===== src/rtl/pipe_stage_reg.sv =====
// Generic inter-stage pipeline register for the 5-stage CPU.
// Carries a valid bit, a control bundle and a data bundle with stall-hold and
// flush-bubble behaviour. It also keeps saturating stall/bubble counters and a
// sticky stall watchdog for hazard-unit debug. The counters and the watchdog
// never feed back into the datapath.
module pipe_stage_reg #(
    parameter int                CTRL_W    = 16,
    parameter int                DATA_W    = 128,
    parameter logic [CTRL_W-1:0] CTRL_NOP  = '0,
    parameter int                CNT_W     = 16,
    parameter int                STALL_MAX = 64
) (
    input  logic              clk,
    input  logic              rst_n,
    input  logic              stall,
    input  logic              flush,
    input  logic              in_valid,
    input  logic [CTRL_W-1:0] ctrl_in,
    input  logic [DATA_W-1:0] data_in,
    input  logic              clr_cnt,
    output logic              out_valid,
    output logic [CTRL_W-1:0] ctrl_out,
    output logic [DATA_W-1:0] data_out,
    output logic [CNT_W-1:0]  stall_cnt,
    output logic [CNT_W-1:0]  bubble_cnt,
    output logic              stall_timeout
);

    // A zero-length run counter is not legal, so keep one dummy bit when the
    // watchdog is disabled; it is then tied to zero.
    localparam int               RUN_W   = (STALL_MAX > 0) ? $clog2(STALL_MAX + 1) : 1;
    localparam logic [RUN_W-1:0] RUN_MAX = RUN_W'(STALL_MAX);
    localparam logic [CNT_W-1:0] CNT_SAT = '1;

    logic              valid_q,   valid_d;
    logic [CTRL_W-1:0] ctrl_q,    ctrl_d;
    logic [DATA_W-1:0] data_q,    data_d;
    logic [CNT_W-1:0]  stall_cnt_q,  stall_cnt_d;
    logic [CNT_W-1:0]  bubble_cnt_q, bubble_cnt_d;
    logic [RUN_W-1:0]  run_q,     run_d;
    logic              timeout_q, timeout_d;

    logic eff_stall;
    logic bubble;

    // flush wins over stall, so only a stall without flush is a real hold
    assign eff_stall = stall & ~flush;
    assign bubble    = flush | (~stall & ~in_valid);

    // Datapath next state: flush bubbles, stall holds, otherwise load upstream
    always_comb begin
        valid_d = valid_q;
        ctrl_d  = ctrl_q;
        data_d  = data_q;
        if (flush) begin
            valid_d = 1'b0;
            ctrl_d  = CTRL_NOP;
        end else if (!stall) begin
            valid_d = in_valid;
            ctrl_d  = in_valid ? ctrl_in : CTRL_NOP;
            data_d  = data_in;
        end
    end

    // Debug next state: saturating counters, stall-run watchdog, clear wins
    always_comb begin
        stall_cnt_d  = stall_cnt_q;
        bubble_cnt_d = bubble_cnt_q;
        run_d        = '0;
        timeout_d    = timeout_q;

        if (eff_stall && (stall_cnt_q != CNT_SAT)) begin
            stall_cnt_d = stall_cnt_q + CNT_W'(1);
        end
        if (bubble && (bubble_cnt_q != CNT_SAT)) begin
            bubble_cnt_d = bubble_cnt_q + CNT_W'(1);
        end

        if (STALL_MAX == 0) begin
            run_d     = '0;
            timeout_d = 1'b0;
        end else begin
            if (eff_stall) begin
                run_d = (run_q == RUN_MAX) ? run_q : run_q + RUN_W'(1);
            end
            // run_d is zero on any non-stall cycle, so this only fires
            // when a consecutive stall run reaches the limit
            if (run_d == RUN_MAX) begin
                timeout_d = 1'b1;
            end
        end

        if (clr_cnt) begin
            stall_cnt_d  = '0;
            bubble_cnt_d = '0;
            run_d        = '0;
            timeout_d    = 1'b0;
        end
    end

    // State registers; asynchronous reset discards everything, even mid-stall
    always_ff @(posedge clk or negedge rst_n) begin
        if (!rst_n) begin
            valid_q      <= 1'b0;
            ctrl_q       <= CTRL_NOP;
            data_q       <= '0;
            stall_cnt_q  <= '0;
            bubble_cnt_q <= '0;
            run_q        <= '0;
            timeout_q    <= 1'b0;
        end else begin
            valid_q      <= valid_d;
            ctrl_q       <= ctrl_d;
            data_q       <= data_d;
            stall_cnt_q  <= stall_cnt_d;
            bubble_cnt_q <= bubble_cnt_d;
            run_q        <= run_d;
            timeout_q    <= timeout_d;
        end
    end

    assign out_valid     = valid_q;
    assign ctrl_out      = ctrl_q;
    assign data_out      = data_q;
    assign stall_cnt     = stall_cnt_q;
    assign bubble_cnt    = bubble_cnt_q;
    assign stall_timeout = timeout_q;

endmodule

===== config.mk =====
export PLATFORM = sky130hd
export DESIGN_NAME = pipe_stage_reg
export DESIGN_NICKNAME = d
export VERILOG_FILES = /design/src/rtl/pipe_stage_reg.sv
export SDC_FILE = /design/constraint.sdc
export NUM_CORES = 1
export LEC_CHECK = 0
export BUFFER_PORTS_ARGS = -buffer_cell sky130_fd_sc_hd__buf_2
export CAP_MARGIN = 20
export CORE_AREA = 2 2 162 164
export DETAILED_ROUTE_END_ITERATION = 12
export DIE_AREA = 0 0 164 166
export PLACE_DENSITY = 0.64
export SLEW_MARGIN = 20
export SYNTH_ARGS = -nofsm -noshare
export SYNTH_HDL_FRONTEND = slang
export SYNTH_SLANG_ARGS = --single-unit

===== constraint.sdc =====
create_clock -name clk -period 3.6 [get_ports clk]
set_input_delay 0.72 -clock clk [delete_from_list [all_inputs] [get_ports clk]]
set_output_delay 0.72 -clock clk [all_outputs]
set_load 0.03 [all_outputs]

Word-level counts from Yosys, hierarchy flattened
Index checks and enable logic that the tools add are counted.

Register bits: 185. Bits of input ports: 150. Output and inout bits: 178. Logic and storage cells: 41.

$add $sub $neg: 3. Equality and inequality tests: 5. Mux-type cells: 14. Bitwise gates (word level): 6. Reductions and logical operators: 6.

Operators by type and width (count): $mux W16 (7); $add A16 B1 Y16 const B (2); $ne A16 B16 Y1 const B (2); $mux W7 (3); $eq A7 B7 Y1 const B (2); $add A7 B1 Y7 const B (1); $reduce_bool A2 Y1 (3); $mux W1 (4); $not A1 Y1 (3); $and A1 B1 Y1 (2); $logic_and A1 B1 Y1 (2); $ne A2 B1 Y1 const B (1); $reduce_and A2 Y1 (1); $or A1 B1 Y1 (1).

Logic depth before layout (Yosys ltp)
Gate-level depths: netlist of run 1.

Depth after elaboration: 6. Mapped depth: 7. Mapped depth without buffers: 7.

Least setup slack after synthesis of run 1
No wires, ideal clock.

Kind: reg2reg. Start point: register bubble_cnt_q[0], in the netlist bubble_cnt[0]. End point: register bubble_cnt_q[9], in the netlist bubble_cnt[9]. Library setup time: 132 ps. Data arrival time: 1740 ps. Required time: 3468 ps. Slack: 1728 ps. Stages on the path, launching flop included: 8. Clock period less this slack: 1872 ps. Cells stage by stage: dfrtp_1 ha_1 inv_1 or3_1 buf_6 and4bb_2 xnor2_1 nor2_1.

Longest elaborated chain between the ends: 3. Elaborated cells between the ends (all ways): 6.

RTL lines: start, declared (line 39) `logic [CNT_W-1:0] bubble_cnt_q, bubble_cnt_d;`; start signal, assigned (line 116) `bubble_cnt_q <= bubble_cnt_d;`; $add A16 B1 Y16 / $ne A16 B16 Y1 (equally long branches) (line 76, 75); $mux W16 / $logic_and A1 B1 Y1 (equally long branches) (line 75) `if (bubble && (bubble_cnt_q != CNT_SAT)) begin`; $mux W16 / $reduce_bool A2 Y1 (equally long branches).

Several ways; a longest one is shown, not always the timed one. The select of a mux whose other input is x is not followed. A chain may end at the register's enable or synchronous reset.

Worst setup path after layout of run 1
Ends and elaborated chain as after synthesis.

==> flow_metrics.env, run 1 <==
export IMPL_synth_top_cell_by_area="dfrtp_1"
export IMPL_muxShareOfSynthArea=0.195
export IMPL_hpwlAfterDp_mm=14.1
export IMPL_postRouteWirelength_mm=19.2
export IMPL_reg2regPathDepth=6
export IMPL_core_rowCount=59
export IMPL_cts_clk_slew_worst_paths_ns=0.08
export IMPL_synth_edf_count=0
export IMPL_rsz0062_at_grt="false"
export IMPL_htree_levels=4
export IMPL_status="completed"
export IMPL_yosys_area_share_simple=0.0805
export IMPL_cp_required_ns=3.88
export IMPL_synthAdderAreaFrac=0.00662
export IMPL_design_area_um2=10100
export IMPL_via_count=5506
export IMPL_cts_setup_buffers=0
export IMPL_setup_viol=0
export IMPL_synth_ff_type="dfrtp_1"
export IMPL_synth_top_area_frac=0.612
export IMPL_min_delay_path_class="input pin to async pin"
export IMPL_dr_first_iter_drc_count=231
export IMPL_diodes=0
export IMPL_start_util=0.295
export IMPL_cts_inserted_buffers=17
export IMPL_clk_latency_ns=0.42
export IMPL_syn_inst=541
export IMPL_placed_area_um2=9560
export IMPL_synth_xor_area_share=0.0382
export IMPL_finalCriticalPeriod_ns=1.89
export IMPL_cts_root_buf="clkbuf_16"
export IMPL_max_clock_path_buffers=2
export IMPL_ys_ff_latch=185
export IMPL_final_layout_size_suffix_gt1_frac=0.575
export IMPL_p_per_area_nw_per_um2=537
export IMPL_grt_pass1_wl_mm=30.6
export IMPL_arrival_ns=2.17
export IMPL_antenna_found_initial=0
export IMPL_cts_tree="done"
export IMPL_syn_area_per_cell_um2=14.0
export IMPL_portBuffers=327
export IMPL_grt_total_usage=0.142
export IMPL_place_gp_congestion=0.772
export IMPL_routedWlPerCell_um=15.8
export IMPL_ant_nets=0
export IMPL_die_width_um=164
export IMPL_ir_drop_v=0.000238
export IMPL_die_h_um=166
export IMPL_maxSlewViolCount=0
export IMPL_critPathMaxFanout=10
export IMPL_area_delta_synth_final_pct=34.0
export IMPL_endpoint_kind="register"
export IMPL_synth_top_family_by_area="multiplexers"
export IMPL_max_freq_mhz=529
export IMPL_first_global_vias=5695
export IMPL_syn_nets=695
export IMPL_hold_viol_final=0
export IMPL_grt_ovfl_total=0
export IMPL_cts_resized=0
export IMPL_fin_skew_ns=0.00913
export IMPL_synth_distinct_cells=48
export IMPL_ctsHoldBuffers=0
export IMPL_drtPass1Iterations=5
export IMPL_core_um2=25600
export IMPL_syn_area_um2=7560
export IMPL_die_area_um2=27200
export IMPL_drc=0
export IMPL_finalSetupTns_ns=0
export IMPL_cap_violations=0
export IMPL_yosys_warnings=0
export IMPL_fin_nets=1018
export IMPL_io_pins=328
export IMPL_mostFrequentLayoutCells="buf_2, dfrtp_1, mux2_2"
export IMPL_leakagePower_nw=4.90
export IMPL_final_core_util=0.396
export IMPL_numClockSinks=185
export IMPL_synthArstFlopShare=1.00
export IMPL_synth_seq_area_share=0.612
export IMPL_relSlewSlack=0.607
export IMPL_viasPerCell=4.55
export IMPL_worstMarginPinSlew_ns=0.590
export IMPL_fin_crit_sh=0.525
export IMPL_synth_compound_area_share=0.0457
export IMPL_final_common_cell="buf_2"
export IMPL_start_kind="register"
export IMPL_grt_max_degree=97
export IMPL_path_class="register to register"
export IMPL_synthTopCellsByArea="dfrtp_1, mux2_2, xnor2_1"
## cell usage after synthesis (2+ instances only)
library cell / number
o2111ai_1: 2
nand2_1: 13
clkbuf_2: 2
a22o_1: 16
ha_1: 4
nor2_1: 40
xor2_1: 14
xnor2_1: 19
buf_6: 2
and4bb_2: 3
and3_1: 5
o211ai_1: 3
buf_2: 17
or3_1: 2
a21oi_1: 8
nand4_1: 10
buf_1: 2
nor3_1: 6
nor4_4: 2
a211oi_1: 2
clkbuf_1: 6
inv_1: 6
nor4_1: 5
mux2i_1: 3
nand3_1: 11
mux2_2: 128
dfrtp_1: 185
o21ai_0: 3
and2_1: 2
nand3b_1: 2
## registers in the layout, summed over array words and instances (netlist names)
register,flops
run_q,7
ctrl_out,16
data_out,128
bubble_cnt,16
out_valid,1
stall_cnt,16
stall_timeout,1
## final timing paths
kind / start / endpoint / slack (ns)
setup / recovery: bubble_cnt[0]$_DFFE_PN0P_ / bubble_cnt[9]$_DFFE_PN0P_ / 1.71
hold / removal: rst_n / data_out[70]$_DFFE_PN0P_ / 0.23
setup reg to reg: bubble_cnt[0]$_DFFE_PN0P_ / bubble_cnt[9]$_DFFE_PN0P_ / 1.71
hold reg to reg: out_valid$_DFFE_PN0P_ / out_valid$_DFFE_PN0P_ / 0.47
max in group asynchronous: rst_n / ctrl_out[4]$_DFFE_PN0P_ / 2.56
min in group clk: out_valid$_DFFE_PN0P_ / out_valid$_DFFE_PN0P_ / 0.47
## cells by family (layout without fill, tap and decap cells)
family                   after synthesis  after routing
XOR/XNOR                              33             33
AO/OA/AOI/OAI                         44             44
multiplexers                         131            131
AND/OR/NAND/NOR                      109            109
flip-flops                           185            185
buffers and inverters                 35            370
adder cells (fa/ha/maj)                4              4
## metrics by stage
step           power, mW  hold WS (ns)  cells  worst slack, ns
6_report            5.44         0.227   1211             1.71
5_1_grt             5.70         0.242   1211             1.56
4_1_cts             5.54         0.231   1211             1.69
3_5_place_dp        3.62         0.464   1180             1.38
3_3_place_gp        3.60         0.477   1180             1.39
2_1_floorplan       3.18         0.424    541             1.73
## worst max-delay path, cell delays in order (launching register included)
cell and delay, ns:
dfrtp_1 0.40, ha_1 0.25, inv_1 0.05, or3_1 0.55, and4bb_2 0.32, xnor2_1 0.14, nor2_1 0.05
## final cells by class
cell class / count / area, µm²
clock buffers: 17 / 425
clock inverters: 14 / 150
fillers: 2491 / 15500
inverters: 6 / 22.5
multi-input cells: 321 / 2780
flip-flops and latches: 185 / 4630
well taps: 335 / 419
repair buffers: 333 / 1720
## routing by layer
layer,GRT usage,vias up,wire [µm]
met2,0.231,222,9340
met4,0.0439,0,211
met3,0.0422,12,1400
li1,-,2562,-
met5,0,-,0
met1,0.182,2710,8230
## where the power goes
part | switching, mW | leakage, nW | internal, mW
Clock | 0.895 | 0.287 | 0.986
Sequential | 0.112 | 2.29 | 2.30
Combinational | 0.741 | 2.33 | 0.408
Total | 1.75 | 4.90 | 3.69
(Power assumes the default switching activity.)
==> inputs of run 2 (changes only) <==
clock period = 1.85 ns   (was 3.6 ns; I/O delays follow)
==> flow_metrics.env, run 2 (synthesis results as in run 1) <==
export IMPL_endpoint_kind="register"
export IMPL_setup_viol=0
export IMPL_rsz0062_at_grt="false"
export IMPL_die_width_um=164
export IMPL_leakagePower_nw=5.09
export IMPL_cts_clk_slew_worst_paths_ns=0.08
export IMPL_cpPeakStageDelay_ns=0.42
export IMPL_io_pins=328
export IMPL_antenna_found_initial=0
export IMPL_place_gp_congestion=0.794
export IMPL_routedWlPerCell_um=16.1
export IMPL_crit_chain="ha_1 -> nand2_1 -> nor4_4 -> buf_4 -> a21oi_1 -> xnor2_1 -> nor2_1"
export IMPL_path_class="register to register"
export IMPL_first_global_vias=6076
export IMPL_p_per_area_nw_per_um2=1010
export IMPL_hold_slack_ns=0.165
export IMPL_crit_family="simple AND/OR/NAND/NOR gates"
export IMPL_hold_viol_final=0
export IMPL_ant_nets=0
export IMPL_largest_register_ffs=128
export IMPL_fin_skew_ns=0.00921
export IMPL_critPathMaxFanout=7
export IMPL_relSlewSlack=0.663
export IMPL_fin_crit_sh=0.904
export IMPL_cts_tree="done"
export IMPL_drtPass1Iterations=4
export IMPL_drc=0
export IMPL_via_count=5622
export IMPL_max_clock_path_buffers=2
export IMPL_arrival_ns=1.97
export IMPL_dr_first_iter_drc_count=139
export IMPL_portBuffers=327
export IMPL_cts_inserted_buffers=17
export IMPL_fin_nets=1051
export IMPL_final_core_util=0.409
export IMPL_cp_num_buf_inv=1
export IMPL_hpwlAfterDp_mm=15.2
export IMPL_die_area_um2=27200
export IMPL_grt_total_usage=0.150
export IMPL_htree_levels=4
export IMPL_mostFrequentLayoutCells="buf_2, dfrtp_1, mux2_2"
export IMPL_worstMarginPinSlew_ns=0.505
export IMPL_numClockSinks=185
export IMPL_core_rowCount=59
export IMPL_maxSlewViolCount=0
export IMPL_postRouteWirelength_mm=20.0
export IMPL_cp_required_ns=2.15
export IMPL_cap_violations=0
export IMPL_ir_drop_v=0.000596
export IMPL_design_area_um2=10500
export IMPL_placed_area_um2=9880
export IMPL_cts_root_buf="clkbuf_16"
export IMPL_grt_pass1_wl_mm=31.9
export IMPL_core_um2=25600
export IMPL_grt_ovfl_total=0
export IMPL_finalSetupTns_ns=0
export IMPL_die_h_um=166
export IMPL_final_layout_size_suffix_gt1_frac=0.592
export IMPL_slowest_stage="dfrtp_1"
export IMPL_area_delta_synth_final_pct=38.4
export IMPL_diodes=0
export IMPL_start_util=0.295
export IMPL_cts_setup_buffers=0
export IMPL_final_common_cell="buf_2"
export IMPL_clk_latency_ns=0.42
export IMPL_max_freq_mhz=598
export IMPL_start_kind="register"
export IMPL_min_delay_path_class="input pin to register"
export IMPL_finalCriticalPeriod_ns=1.67
export IMPL_viasPerCell=4.52
export IMPL_status="completed"
export IMPL_grt_max_degree=54
export IMPL_r2r_slack_ns=0.18
run 2: worst reg2reg max path, delay by kind of cell (launching register included):
| family | cells | cell delay, ns |
|---|---|---|
| fa+ha+maj | 1 | 0.21 |
| buf+inv | 1 | 0.21 |
| simple gates | 3 | 0.48 |
| flops | 1 | 0.42 |
| compound gates | 1 | 0.08 |
| xor+xnor | 1 | 0.15 |
run 2: report_power, final:
| part | total [mW] | switching (mW) | internal, mW |
|---|---|---|---|
| Clock | 3.59 | 1.79 | 1.81 |
| Sequential | 4.70 | 0.223 | 4.48 |
| Combinational | 2.30 | 1.46 | 0.836 |
run 2: worst paths after layout:
kind                                               to  depth (start not counted)                      from
max                          stall_cnt[3]$_DFFE_PN0P_                          7  stall_cnt[0]$_DFFE_PN0P_
min                         data_out[109]$_DFFE_PN0P_                          2              data_in[109]
max reg2reg                  stall_cnt[3]$_DFFE_PN0P_                          7  stall_cnt[0]$_DFFE_PN0P_
min reg2reg                     out_valid$_DFFE_PN0P_                          1     out_valid$_DFFE_PN0P_
max in group asynchronous  bubble_cnt[11]$_DFFE_PN0P_                          3                     rst_n
min in group asynchronous    data_out[27]$_DFFE_PN0P_                          2                     rst_n
run 2: what timing repair did:
item / CTS / global route
hold endpoints to repair: 44 / 0
endpoints found under the setup margin: 0 / 6
hold buffers: 1 / 0
resized for setup: 0 / 1
run 2: layout make-up:
type	count	area, µm²
Clock inverter	14	144
Tap cell	335	419
Multi-Input combinational cell	321	2780
Clock buffer	18	429
Fill cell	2444	15100
Timing Repair Buffer	366	2040
Sequential cell	185	4630
Inverter	6	22.5
run 2: metal layers:
layer | wire length (µm) | GRT usage | vias up
met2 | 9850 | 0.256 | 210
met4 | 293 | 0.0481 | 0
met3 | 1700 | 0.0542 | 22
met1 | 8150 | 0.174 | 2754
met5 | 0 | 0 | -
li1 | - | - | 2636
run 2: through the flow:
stage / setup WS, ns / cells / power (mW)
global placement: 0.0890 / 1212 / 7.06
global route: 0.0372 / 1245 / 11.1
finish: 0.178 / 1245 / 10.6
floorplan: 0.0581 / 541 / 6.18
detailed placement: 0.0617 / 1212 / 7.11
CTS: 0.0367 / 1245 / 10.8
==> inputs of run 3 (changes only) <==
CORE_AREA = 2 2 135 137   (was 2 2 162 164)
DIE_AREA = 0 0 137 139   (was 0 0 164 166)
PLACE_DENSITY = 0.84   (was 0.64)
==> flow_metrics.env, run 3 (synthesis results as in run 1) <==
export IMPL_status="completed"
export IMPL_p_comb_frac=0.215
export IMPL_finalNonFillerCells=1139
export IMPL_r2r_slack_ns=0.11
export IMPL_hold_slack_ns=0.172
export IMPL_postRouteWirelength_mm=18.7
export IMPL_cap_violations=0
export IMPL_cts_inserted_buffers=17
export IMPL_max_clock_path_buffers=2
export IMPL_routedWlPerCell_um=16.4
export IMPL_place_gp_congestion=0.813
export IMPL_fin_crit_sh=0.938
export IMPL_setup_viol=0
export IMPL_drtPass1Iterations=4
export IMPL_portBuffers=327
export IMPL_largest_register_ffs=128
export IMPL_relSlewSlack=0.746
export IMPL_first_global_vias=5956
export IMPL_critPathMaxFanout=10
export IMPL_mostFrequentLayoutCells="buf_2, dfrtp_1, mux2_2"
export IMPL_endpoint_kind="register"
export IMPL_grt_max_degree=62
export IMPL_drc=0
export IMPL_viasPerCell=4.99
export IMPL_start_kind="register"
export IMPL_grt_ovfl_total=0
export IMPL_fin_nets=1051
export IMPL_die_width_um=137
export IMPL_switching_share=0.316
export IMPL_hold_start="data_in[112]"
export IMPL_worstMarginPinSlew_ns=0.381
export IMPL_clk_latency_ns=0.42
export IMPL_finalCriticalPeriod_ns=1.74
export IMPL_fin_skew_ns=0.0156
export IMPL_arrival_ns=2.03
export IMPL_start_util=0.428
export IMPL_hpwlAfterDp_mm=14.0
export IMPL_cts_tree="done"
export IMPL_cp_required_ns=2.15
export IMPL_die_h_um=139
export IMPL_hold_depth=2
export IMPL_r2r_end="bubble_cnt[9]$_DFFE_PN0P_"
export IMPL_die_area_um2=19000
export IMPL_p_per_area_nw_per_um2=1030
export IMPL_seq_power_share=0.443
export IMPL_final_common_cell="buf_2"
export IMPL_path_class="register to register"
export IMPL_power_mw=10.6
export IMPL_ant_nets=0
export IMPL_r2r_start="bubble_cnt[0]$_DFFE_PN0P_"
export IMPL_rsz0062_at_grt="false"
export IMPL_min_delay_path_class="input pin to register"
export IMPL_core_rowCount=49
export IMPL_pwr_share_clk=0.342
export IMPL_io_pins=328
export IMPL_finalSetupTns_ns=0
export IMPL_max_freq_mhz=576
export IMPL_final_layout_size_suffix_gt1_frac=0.593
export IMPL_ir_drop_v=0.000638
export IMPL_grt_pass1_wl_mm=29.9
export IMPL_hold_viol_final=0
export IMPL_area_delta_synth_final_pct=36.5
export IMPL_via_count=5680
export IMPL_p_int_mw=7.27
export IMPL_reg2regPathDepth=6
export IMPL_core_um2=17700
export IMPL_maxSlewViolCount=0
export IMPL_startpoint="bubble_cnt[0]$_DFFE_PN0P_"
export IMPL_dp_cells=1106
export IMPL_numClockSinks=185
export IMPL_antenna_found_initial=1
export IMPL_htree_levels=4
export IMPL_power_switching_mw=3.35
export IMPL_leakagePower_nw=5.09
export IMPL_cts_setup_buffers=0
export IMPL_grt_total_usage=0.198
export IMPL_endpoint="bubble_cnt[9]$_DFFE_PN0P_"
export IMPL_cts_clk_slew_worst_paths_ns=0.08
export IMPL_cts_root_buf="clkbuf_16"
export IMPL_dr_first_iter_drc_count=196
run 3: how the worst min path moves through the flow:
stage | endpoint | slack, ns
final | data_out[112]$_DFFE_PN0P_ | 0.17
after CTS | data_out[79]$_DFFE_PN0P_ | 0.15
after floorplan | bubble_cnt[0]$_DFFE_PN0P_ | 0.07
after global placement | bubble_cnt[15]$_DFFE_PN0P_ | 0.31
after detailed placement | bubble_cnt[15]$_DFFE_PN0P_ | 0.31
after global routing | ctrl_out[6]$_DFFE_PN0P_ | 0.15
run 3: stage by stage:
step / area [µm²] / utilization / setup WS, ns
2_1_floorplan: 7570 / - / 0.0581
3_3_place_gp: 9720 / 0.550 / 0.0451
3_5_place_dp: 9720 / 0.550 / 0.0196
4_1_cts: 10300 / 0.585 / 0.119
5_1_grt: 10300 / 0.585 / 0.0295
6_report: 10300 / 0.585 / 0.114
run 3: power groups by stage:
stage          Sequential (mW)  Combinational (mW)  Clock [mW]
2_1_floorplan             5.66               0.520           0
3_5_place_dp              4.77                2.30           0
5_1_grt                   4.76                2.42        3.90
6_report                  4.70                2.28        3.63
3_3_place_gp              4.75                2.26           0
4_1_cts                   4.70                2.31        3.73
run 3: cell type report:
cell class / count / area (µm²)
clock buffer: 18 / 439
inverter: 6 / 22.5
fill: 1416 / 7330
multi-input combinational: 321 / 2780
sequential: 185 / 4630
tap: 229 / 287
clock inverter: 13 / 153
timing repair buffer: 366 / 2010
antenna: 1 / 2.50
run 3: routing by layer:
layer,share of wire,global-route usage,wire length (µm),vias to the layer above
met3,0.083,0.0691,1560,26
met1,0.39,0.232,7350,2786
met2,0.50,0.340,9400,233
met4,0.020,0.0635,369,0
li1,-,-,-,2635
met5,0,0,0,-
run 3: timing repair:
action | CTS | global route
hold endpoints to repair | 33 | 0
endpoints found under the setup margin | 1 | 0
resized for setup | 1 | 0
hold buffers | 1 | 0
run 3: worst max-delay path, stage by stage (launching register included):
cell and delay, ns:
dfrtp_2 0.40, ha_1 0.23, inv_1 0.06, or3_4 0.45, and4bb_2 0.26, xnor2_1 0.15, nor2_1 0.05
